$ cat config.mk
export PLATFORM = sky130hd
export DESIGN_NAME = fb_scanout
export DESIGN_NICKNAME = d
export VERILOG_FILES = /design/src/rtl/fb_scanout.sv
export SDC_FILE = /design/constraint.sdc
export NUM_CORES = 1
export LEC_CHECK = 0
export CORE_UTILIZATION = 56
export CTS_BUF_LIST = sky130_fd_sc_hd__clkbuf_16
export CTS_CLUSTER_DIAMETER = 50
export DETAILED_ROUTE_END_ITERATION = 8
export PLACE_DENSITY = 0.89
export SYNTH_ARGS = -nofsm -noshare
export SYNTH_HDL_FRONTEND = slang
export SYNTH_SLANG_ARGS = --single-unit
$ cat constraint.sdc
create_clock -name clock -period 3 [get_ports clock]
set_clock_uncertainty 0.15 [all_clocks]
set_input_delay 0.45 -clock clock [delete_from_list [all_inputs] [get_ports clock]]
set_output_delay 0.45 -clock clock [all_outputs]
set_load 0.03 [all_outputs]
$ cat src/rtl/fb_scanout.sv
// fb_scanout: VGA scan-out engine for the 320x240x3-bit game framebuffer.
//
// Reads the framebuffer through a synchronous RAM read port (1-clock latency)
// and produces 640x480@60 Hz VGA timing from the 50 MHz system clock. Every
// framebuffer pixel is shown as a 2x2 block, and the 3-bit colour code is
// expanded to 4 bits per channel.
//
// Optional build macro: SCANLINE_EN
//   Defined   -> on odd output lines a set colour bit drives 4'h7 (scanline look).
//   Undefined -> every line drives 4'hF for a set colour bit.
//   Timing, latency and addressing are identical in both builds.
//
// Ports:
//   clock          in   1   system clock (50 MHz)
//   reset          in   1   asynchronous, active-high
//   ram_address    out  19  framebuffer read address, FB_W*fy + fx (0 when blanked)
//   ram_read_data  in   3   RAM read data, valid one clock after ram_address
//   vga_r/g/b      out  4   colour channels (0 outside the visible area)
//   vga_hs         out  1   horizontal sync, active-low
//   vga_vs         out  1   vertical sync, active-low
//   vga_de         out  1   display enable, high in the visible area
//   frame_start    out  1   one-clock pulse on the pixel-enable clock where the
//                           counters wrap to h=0, v=0 (not pipeline-delayed)
//
// Pipeline (every register advances only on the pixel enable):
//   stage 0: h/v counters and combinational decode
//   stage 1: ram_address + delayed active/sync
//   stage 2: captured RAM data + delayed active/sync
//   stage 3: output pins
// There is no handshake: the RAM answers every read with fixed latency.

module fb_scanout #(
  parameter int CLK_DIV  = 2,
  parameter int H_ACTIVE = 640,
  parameter int H_FP     = 16,
  parameter int H_SYNC   = 96,
  parameter int H_BP     = 48,
  parameter int V_ACTIVE = 480,
  parameter int V_FP     = 10,
  parameter int V_SYNC   = 2,
  parameter int V_BP     = 33,
  parameter int FB_W     = 320
) (
  input  logic        clock,
  input  logic        reset,
  output logic [18:0] ram_address,
  input  logic [2:0]  ram_read_data,
  output logic [3:0]  vga_r,
  output logic [3:0]  vga_g,
  output logic [3:0]  vga_b,
  output logic        vga_hs,
  output logic        vga_vs,
  output logic        vga_de,
  output logic        frame_start
);

  localparam int H_TOTAL = H_ACTIVE + H_FP + H_SYNC + H_BP;
  localparam int V_TOTAL = V_ACTIVE + V_FP + V_SYNC + V_BP;
  localparam int DW      = (CLK_DIV > 1) ? $clog2(CLK_DIV) : 1;

  // Counters are 10 bits wide; totals up to 1024 are supported.
  localparam logic [9:0]    H_LAST   = 10'(H_TOTAL - 1);
  localparam logic [9:0]    V_LAST   = 10'(V_TOTAL - 1);
  localparam logic [9:0]    H_ACT    = 10'(H_ACTIVE);
  localparam logic [9:0]    V_ACT    = 10'(V_ACTIVE);
  localparam logic [9:0]    HS_BEG   = 10'(H_ACTIVE + H_FP);
  localparam logic [9:0]    HS_END   = 10'(H_ACTIVE + H_FP + H_SYNC);
  localparam logic [9:0]    VS_BEG   = 10'(V_ACTIVE + V_FP);
  localparam logic [9:0]    VS_END   = 10'(V_ACTIVE + V_FP + V_SYNC);
  localparam logic [18:0]   FB_W_C   = 19'(FB_W);
  localparam logic [DW-1:0] DIV_LAST = DW'(CLK_DIV - 1);

  logic [DW-1:0] div;
  logic          pe;
  logic [9:0]    h;
  logic [9:0]    v;
  logic [18:0]   line_base;
  logic          h_wrap;
  logic          v_wrap;

  // Stage 0 decode
  logic          active0;
  logic          hs0_n;
  logic          vs0_n;
  logic [18:0]   addr0;

  // Stage 1 / 2 pipeline
  logic          act1, hs1, vs1;
  logic          act2, hs2, vs2;
  logic [2:0]    data2;
  logic [3:0]    lvl;

  // Pixel enable divider
  assign pe = (div == DIV_LAST);

  always_ff @(posedge clock or posedge reset) begin
    if (reset) begin
      div <= '0;
    end else if (pe) begin
      div <= '0;
    end else begin
      div <= div + 1'b1;
    end
  end

  assign h_wrap = (h == H_LAST);
  assign v_wrap = (v == V_LAST);

  // Counters. line_base always equals FB_W*(v>>1) for the current v: it
  // steps by one framebuffer row whenever v moves onto an even line
  // (v currently odd), replacing a multiplier.
  always_ff @(posedge clock or posedge reset) begin
    if (reset) begin
      h         <= '0;
      v         <= '0;
      line_base <= '0;
    end else if (pe) begin
      if (h_wrap) begin
        h <= '0;
        if (v_wrap) begin
          v         <= '0;
          line_base <= '0;
        end else begin
          v <= v + 10'd1;
          if (v[0]) line_base <= line_base + FB_W_C;
        end
      end else begin
        h <= h + 10'd1;
      end
    end
  end

  always_comb begin
    active0 = (h < H_ACT) && (v < V_ACT);
    hs0_n   = !((h >= HS_BEG) && (h < HS_END));
    vs0_n   = !((v >= VS_BEG) && (v < VS_END));
    addr0   = line_base + 19'(h[9:1]);
  end

`ifdef SCANLINE_EN
  // Line parity travels with the pixel so the dimming lines up with RGB.
  logic vodd1, vodd2;

  always_ff @(posedge clock or posedge reset) begin
    if (reset) begin
      vodd1 <= 1'b0;
      vodd2 <= 1'b0;
    end else if (pe) begin
      vodd1 <= v[0];
      vodd2 <= vodd1;
    end
  end

  assign lvl = vodd2 ? 4'h7 : 4'hF;
`else
  assign lvl = 4'hF;
`endif

  // Stages 1..3. With CLK_DIV >= 2 the RAM answer for the address written
  // on one pe is stable by the next pe, so stage 2 can capture it directly.
  always_ff @(posedge clock or posedge reset) begin
    if (reset) begin
      ram_address <= '0;
      act1        <= 1'b0;
      hs1         <= 1'b1;
      vs1         <= 1'b1;
      data2       <= '0;
      act2        <= 1'b0;
      hs2         <= 1'b1;
      vs2         <= 1'b1;
      vga_r       <= '0;
      vga_g       <= '0;
      vga_b       <= '0;
      vga_hs      <= 1'b1;
      vga_vs      <= 1'b1;
      vga_de      <= 1'b0;
    end else if (pe) begin
      ram_address <= active0 ? addr0 : '0;
      act1        <= active0;
      hs1         <= hs0_n;
      vs1         <= vs0_n;
      data2       <= ram_read_data;
      act2        <= act1;
      hs2         <= hs1;
      vs2         <= vs1;
      vga_r       <= act2 ? ({4{data2[2]}} & lvl) : 4'h0;
      vga_g       <= act2 ? ({4{data2[1]}} & lvl) : 4'h0;
      vga_b       <= act2 ? ({4{data2[0]}} & lvl) : 4'h0;
      vga_hs      <= hs2;
      vga_vs      <= vs2;
      vga_de      <= act2;
    end
  end

  // High for exactly the clock following the wrap edge; cleared on the next
  // clock because pe cannot be high two clocks in a row.
  always_ff @(posedge clock or posedge reset) begin
    if (reset) begin
      frame_start <= 1'b0;
    end else begin
      frame_start <= pe && h_wrap && v_wrap;
    end
  end

endmodule

=== Word-level counts from Yosys, hierarchy flattened ===
Index checks and enable logic that the tools add are counted.

* Memory bits (writable): 0
* ROM bits: 0
* Memories kept: 0
* Bits of input ports: 5
* Register bits: 84
* Output and inout bits: 35
* Logic and storage cells: 51
* Bits in latches: 0

* Reductions and logical operators: 10
* Add/sub/neg operators: 5
* Bitwise logic cells: 0
* Multiply operators: 0
* Order comparisons: 6
* Muxes and demuxes: 9
* Equal/unequal tests: 2
* Shift-type cells: 0
* Div/mod/pow operators: 0

{| class="wikitable"
|+ Operator list
! kind !! number
|-
| $mux W19 || 3
|-
| $add A10 B1 Y10 const B || 2
|-
| $eq A10 B10 Y1 const B || 2
|-
| $lt A10 B10 Y1 const B || 2
|-
| $lt A10 B9 Y1 const B || 2
|-
| $mux W10 || 2
|-
| $add A19 B9 Y19 || 1
|-
| $add A19 B9 Y19 const B || 1
|-
| $mux W4 || 3
|-
| $ge A10 B10 Y1 const B || 1
|-
| $ge A10 B9 Y1 const B || 1
|-
| $logic_and A1 B1 Y1 || 5
|-
| $reduce_and A3 Y1 || 1
|-
| $logic_not A1 Y1 || 2
|-
| $reduce_and A2 Y1 || 1
|-
| $reduce_bool A2 Y1 || 1
|-
| $add A1 B1 Y1 const B || 1
|-
| $mux W1 || 1
|}

=== Logic depth before layout (Yosys ltp) ===
Gate-level depths: netlist of the first run.

* Word-level depth: 3
* Depth in mapped cells: 8
* Mapped depth without buffers: 7

=== Worst setup path after synthesis of the first run ===
No wires, ideal clock.

* Kind: flip-flop to flip-flop
* From: register v[0]
* To: register line_base[11]
* Required time: 2729 ps
* Arrival time: 1669 ps
* Period minus slack after synthesis: 1940 ps
* Setup slack: 1060 ps
* Cell stages (with the launch flop): 8
* Setup time: 121 ps
* Buffers on the path: 0
* Cells stage by stage: dfrtp_1 > inv_1 > ha_1 > nand4b_1 > o31a_4 > nor4_1 > xnor2_1 > nor2_1

* Cells in the longest elaborated chain, start to end: 3
* Elaborated cells on any way between the ends: 4
* Classes of those cells: eq/ne (1); mux (1); reduce/logical (2)

{| class="wikitable"
|+ RTL lines
! item !! line !! text
|-
| start, declared || 76 || <nowiki>logic [9:0] v;</nowiki>
|-
| start signal, assigned || 124 || <nowiki>v <= v + 10'd1;</nowiki>
|-
| $eq A10 B10 Y1 || 107 || <nowiki>assign v_wrap = (v == V_LAST);</nowiki>
|-
| $reduce_bool A2 Y1 (no source line) || -- ||
|-
| $reduce_and A3 Y1 (no source line) || -- ||
|-
| end signal, assigned || 125 || <nowiki>if (v[0]) line_base <= line_base + FB_W_C;</nowiki>
|-
| end, declared || 77 || <nowiki>logic [18:0] line_base;</nowiki>
|}

Several ways; a longest one is shown, not always the timed one.
A chain may end at the register's enable or synchronous reset.

=== Worst setup path after layout of the first run ===
* From: register h[0]
* To: register line_base[11]

* Cells in the longest elaborated chain, start to end: 2

{| class="wikitable"
|+ RTL lines
! item !! line !! text
|-
| start, declared || 75 || <nowiki>logic [9:0] h;</nowiki>
|-
| start signal, assigned || 128 || <nowiki>h <= h + 10'd1;</nowiki>
|-
| $eq A10 B10 Y1 || 106 || <nowiki>assign h_wrap = (h == H_LAST);</nowiki>
|-
| $reduce_and A3 Y1 (no source line) || -- ||
|}

No other way between the ends.

==> results of run 1 <==
## cell usage after synthesis (7+ instances only)
cell type | count | share of area
a21oi_1 | 10 | 0.015
buf_4 | 9 | 0.020
clkbuf_1 | 7 | 0.0077
dfrtp_1 | 63 | 0.46
ha_1 | 9 | 0.033
inv_1 | 14 | 0.015
mux2_2 | 10 | 0.033
nand2_1 | 21 | 0.023
nand3_1 | 13 | 0.019
nor2_1 | 22 | 0.024
o21ai_0 | 21 | 0.031
o2bb2ai_1 | 19 | 0.048
xnor2_1 | 19 | 0.048
xor2_1 | 16 | 0.041
## how the worst max path moves through the flow
stage | startpoint | slack [ps] | end
floorplan | reset | 670 | act1
global placement | h[8] | 950 | ram_address[12]
detailed placement | v[0] | 820 | line_base[11]
CTS | h[8] | 780 | ram_address[12]
global route | h[0] | 630 | line_base[18]
finish | h[0] | 790 | line_base[11]
## worst max-delay path: cells and delay by family, from the launching register on
kind | cells | cell delay, ps
DFF | 1 | 410
adders and majority gates | 1 | 180
and+or+nand+nor | 4 | 1170
xor gates and xnor gates | 1 | 180
## final cells by class
type | instances | area (µm²) | share of cell area
Clock buffer | 9 | 225 | 0.0538
Clock inverter | 7 | 145 | 0.0347
Inverter | 14 | 52.6 | 0.0126
Multi-Input combinational cell | 213 | 1500 | 0.359
Sequential cell | 69 | 1730 | 0.414
Tap cell | 75 | 93.8 | 0.0224
Timing Repair Buffer | 43 | 433 | 0.103
## flip-flops by register name, indices dropped and copies added, names as in the netlist
register / flops
vga_hs: 1
h: 10
vga_g: 1
act1: 1
ram_address: 19
line_base: 13
vs2: 1
div: 1
hs2: 1
data2: 3
hs1: 1
act2: 1
vga_vs: 1
vga_de: 1
vga_b: 1
v: 10
frame_start: 1
vga_r: 1
vs1: 1
## cells by family after synthesis
logic type,after synthesis,share of synthesized area
AOI/OAI and AO/OA,64,0.129
xor gates and xnor gates,35,0.0893
adders and majority gates,9,0.0328
buffers and inverters,38,0.0576
DFF,69,0.505
muxes,10,0.0328
other,1,0.00109
and+or+nand+nor,94,0.152
## power by group through the flow
stage / clock, mW / combinational [mW] / sequential [mW]
finish: 1.31 / 0.0725 / 0.941
global route: 1.36 / 0.0796 / 0.941
CTS: 1.32 / 0.0743 / 0.941
detailed placement: 0 / 0.0740 / 0.957
global placement: 0 / 0.0720 / 0.957
floorplan: 0 / 0.0405 / 0.964
## per-stage QoR
stage               instance area (µm²)  utilization  cells  worst slack (ps)
floorplan                          3430            -    320               670
global placement                   3810        0.644    414               955
detailed placement                 3810        0.644    414               820
CTS                                4180        0.707    430               781
global route                       4180        0.707    430               629
finish                             4180        0.707    430               791
## routing by layer
layer | GRT usage | share of wire
met2 | 0.438 | 0.51
met1 | 0.316 | 0.41
met5 | 0 | 0
met4 | 0.141 | 0.025
met3 | 0.0511 | 0.046
==> metrics.yaml, run 1 <==
pwr:
  power_frac_comb: 0.031
  p_sw_frac: 0.199
  power.total_mw: 2.33
  clock_power_share: 0.565
  p_int_mw: 1.87
  p_sw_mw: 0.463
  p_per_area_nw_per_um2: 556
  p_seq_frac: 0.404
  p_leak_nw: 1.81
  vdd_drop_max_uv: 458
logic_synthesis:
  synthArstFlopShare: 1.00
  yosysUniqueCellTypes: 44
  ys_warn_count: 0
  ys_seq_area_frac: 0.505
  synth_area_um2: 3430
  synth_fp_nets: 334
  synth-main-ff-cell: "dfrtp_1"
  netlist_instances: 320
  synth_edf_count: 0
  synth_seq_cells: 69
  avgSynthCellArea_um2: 10.7
layout:
  n_fill_cell: 398
  num_antenna_cells: 0
  nNetsFinal: 364
  layout_commonest_cell: "dfrtp_1"
  area_delta_synth_final_pct: 21.9
  mostFrequentLayoutCells: "dfrtp_1, clkdlybuf4s50_1, nor2_1"
  drive_above_1_share: 0.127
clocking:
  h-tree-depth: 3
  cts-hold-fix-buffers: 0
  cts_tree: "yes"
  numClockSinks: 69
  clk_pin_slew_ps: 60
  postCtsSetupBuffers: 0
  clk_latency_ps: 330
  root_buffer: "clkbuf_16"
  cts_resized: 0
  numCtsBuffers: 9
  max-clock-path-buffers: 2
global_routing:
  grt_remaining_overflow: 0
  grt_max_degree: 36
  antenna_found_initial: 0
  grt_pass1_wl_um: 12400
  grt_usage: 0.261
  grt_pass1_vias: 2561
die:
  die_h_um: 80.3
  start_util: 0.580
  die-area_um2: 6450
  fp.dieW_um: 80.3
  core_area_um2: 5920
  io_pins: 40
  rows: 28
setup_path:
  critPathKind: "reg2reg"
  cp_cell_sequence: "ha_1 > and3_1 > nand4_4 > nor4_1 > xnor2_1 > nor2_1"
  cp.arrival_ps: 2260
  cp-end-kind: "flip-flop"
  rrSetupSlack_ps: 790
  worst-path-max-fanout: 19
  timing.rr.start: "h[0]"
  slowest_delay_ps: 470
  worstPathRequired_ps: 3050
  timing.rr.end: "line_base[11]"
  start_kind: "flip-flop"
  r2r_cells: 6
  crit_slowest_cell: "nor4_1"
routing:
  drt-total-wl_um: 7530
  post_drt_wl_per_cell_um: 17.5
  via_count: 2535
  postRouteAntennaNets: 0
  drt_iter0_drc: 244
  drc: 0
  viasPerCell: 5.90
  firstDrtPassIters: 4
placement:
  io_buffers: 39
  place_hpwl_um: 4830
  place.gp.congestion: 0.848
sta:
  fin_tns_setup_ps: 0
  fmax_mhz: 453
  relSlewSlack: 0.560
  slew_viol_final: 0
  rsz0062_at_grt: "false"
  setup_viol: 0
  fin_crit_sh: 0.736
  hold_slack_ps: 226
  fin_crit_ps: 2210
  worst_pin_slew_ps: 659
  hold_viol_final: 0
job:
  timing.max_cap.violations: 0
min_path:
  hold_class: "in2async"
run_status:
  status: "finished, final reports clean"
Power figures use the tool's default switching activity.
==> run 2, diff against run 1 <==
==> constraint.sdc (replaced) <==
create_clock -name clock -period 2.3 [get_ports clock]
set_clock_uncertainty 0.15 [all_clocks]
set_input_delay 0.345 -clock clock [delete_from_list [all_inputs] [get_ports clock]]
set_output_delay 0.345 -clock clock [all_outputs]
set_load 0.03 [all_outputs]
==> run 2 against run 1 <==
Against the previous run: clock power about the same; clock-buffer cell count unchanged; sequential cell count did not move; highest routed layer unchanged.
==> metrics.yaml, run 2 (same netlist as run 1, synthesis figures left out) <==
setup_path:
  cp.arrival_ps: 2290  # +30 ps
  critPathBufInv: 0  # unchanged
  critPathKind: "reg2reg"
  start_kind: "flip-flop"
  cp_common_cell: "a21o_1"
  cp-end-kind: "flip-flop"
  cp_top_family: "compound AO/OA/AOI/OAI gates"
  cp_cell_sequence: "ha_1 > a21o_1 > a21o_1 > o2111ai_1 > xor2_1 > o2bb2ai_1"
  slowest_delay_ps: 480  # about the same
  crit_slowest_cell: "dfrtp_1"
  worstPathRequired_ps: 2360  # -690 ps
  worst-path-max-fanout: 7  # -12
pwr:
  p_int_mw: 2.08  # +12%
  p_sw_mw: 0.561  # +21%
  p_leak_nw: 1.81  # -0.18%
  p_sw_frac: 0.212  # +0.0137
  p_per_area_nw_per_um2: 635  # +14%
  clock_power_share: 0.500  # -0.065
  p_seq_frac: 0.465  # +0.061
  power.total_mw: 2.64  # +13%
  vdd_drop_max_uv: 410  # -10%
  power_frac_comb: 0.035  # +0.004
die:
  rows: 28  # unchanged
  die-area_um2: 6450  # unchanged
  io_pins: 40  # unchanged
  core_area_um2: 5920  # unchanged
  fp.dieW_um: 80.3  # unchanged
  die_h_um: 80.3  # unchanged
  start_util: 0.580  # unchanged
layout:
  final_cell_area_um2: 4160  # -0.57%
  layout_commonest_cell: "dfrtp_1"
  final_cells: 434  # +0.93%
  largest_registers: "ram_address x19, line_base x13"
  n_fill_cell: 395  # -0.75%
  largest_reg_flops: 19  # unchanged
  mostFrequentLayoutCells: "dfrtp_1, clkdlybuf4s50_1, nor2_1"
  num_antenna_cells: 0  # unchanged
  drive_above_1_share: 0.134  # +0.00694
  largest_register: "ram_address"
  nNetsFinal: 368  # +1.1%
  area_delta_synth_final_pct: 21.2
global_routing:
  grt_usage: 0.263  # +0.00191
  grt_pass1_wl_um: 12600  # +0.95%
  grt_max_degree: 70  # +94%
  antenna_found_initial: 0  # unchanged
  grt_pass1_vias: 2609  # +1.9%
  grt_remaining_overflow: 0  # unchanged
clocking:
  root_buffer: "clkbuf_16"
  cts_tree: "yes"
  max-clock-path-buffers: 2  # unchanged
  numCtsBuffers: 9  # unchanged
  clk_pin_slew_ps: 50  # about the same
  clk_latency_ps: 330  # about the same
  h-tree-depth: 3  # unchanged
  numClockSinks: 69  # unchanged
  cts-hold-fix-buffers: 0  # unchanged
placement:
  place_inst: 417  # +0.72%
  io_buffers: 39  # unchanged
  place_area_um2: 3840  # +0.59%
  place_hpwl_um: 5000  # +3.3%
  place.gp.congestion: 0.921  # +8.5%
routing:
  postRouteAntennaNets: 0  # unchanged
  met1_length_um: 3120  # about the same
  post_drt_wl_per_cell_um: 17.6  # +0.58%
  drc: 0  # unchanged
  top_layer: "met4"
  drt-total-wl_um: 7640  # +1.5%
  viasPerCell: 6.13  # +3.9%
  wl_met3_um: 396  # +14%
  drt_iter0_drc: 206  # -16%
  via_count: 2659  # +4.9%
  wl_met2_um: 3860  # -0.31%
  firstDrtPassIters: 5  # +1
sta:
  hold_slack_ps: 264  # +38.0 ps
  fin_crit_sh: 0.969  # +0.233
  setup_viol: 0  # unchanged
  fmax_mhz: 449  # -0.90%
  relSlewSlack: 0.550  # -0.00943
  hold_viol_final: 0  # unchanged
  worst_pin_slew_ps: 669  # +9.73 ps
  fin_crit_ps: 2230  # +20.2 ps
  slew_viol_final: 0  # unchanged
job:
  timing.max_cap.violations: 0  # unchanged
min_path:
  hold_class: "in2async"
run_status:
  status: "finished, final reports clean"
[run 2: power groups by stage]
| stage | Sequential [mW] | Combinational [mW] | Clock (mW) |
|---|---|---|---|
| floorplan | 1.26 | 0.0528 | 0 |
| CTS | 1.23 | 0.0954 | 1.33 |
| detailed placement | 1.25 | 0.0947 | 0 |
| global placement | 1.25 | 0.0926 | 0 |
| finish | 1.23 | 0.0928 | 1.32 |
| global route | 1.23 | 0.101 | 1.39 |
[run 2: cell type report]
class	count	area, µm²	area share
tap	75	93.8	0.0226
clock inverter	7	61.3	0.0147
timing repair buffer	47	475	0.114
sequential	69	1730	0.417
inverter	14	52.6	0.0126
multi-input combinational	213	1520	0.365
clock buffer	9	225	0.0541
[run 2: routing by layer]
metal / up-vias / GRT usage
li1: 1192 / -
met3: 26 / 0.0455
met4: 0 / 0.163
met5: - / 0
met1: 1317 / 0.319
met2: 124 / 0.434
[run 2: path summary, 6_finish.rpt]
kind | startpoint | endpoint | slack, ps | cells after the start
min reg2reg | ram_address[16] | ram_address[16] | 340 | 1
max | h[8] | ram_address[12] | 70 | 6
max reg2reg | h[8] | ram_address[12] | 70 | 6
max in group asynchronous | reset | vga_hs | 1420 | 3
min | reset | ram_address[10] | 260 | 3
min in group clock | ram_address[16] | ram_address[16] | 340 | 1
[run 2: repair_timing]
item                                    4_1_cts  5_1_grt
endpoints found under the setup margin        0        5
hold endpoints to repair                      0        0
gates resized for setup                       0        4
buffers inserted                              0        1
[run 2: worst register-to-register path: stages, from the launching register on]
cell	delay, ps
dfrtp_1	480
ha_1	390
a21o_1	230
a21o_1	280
o2111ai_1	270
xor2_1	230
o2bb2ai_1	90
[run 2: per-stage QoR]
| step | TNS, ps | setup slack (ps) | utilization |
|---|---|---|---|
| finish | 0 | 70.6 | 0.703 |
| global route | -2.60 | -2.60 | 0.703 |
| CTS | 0 | 85.8 | 0.696 |
| detailed placement | 0 | 132 | 0.648 |
| global placement | 0 | 249 | 0.648 |
| floorplan | 0 | 75.1 | - |
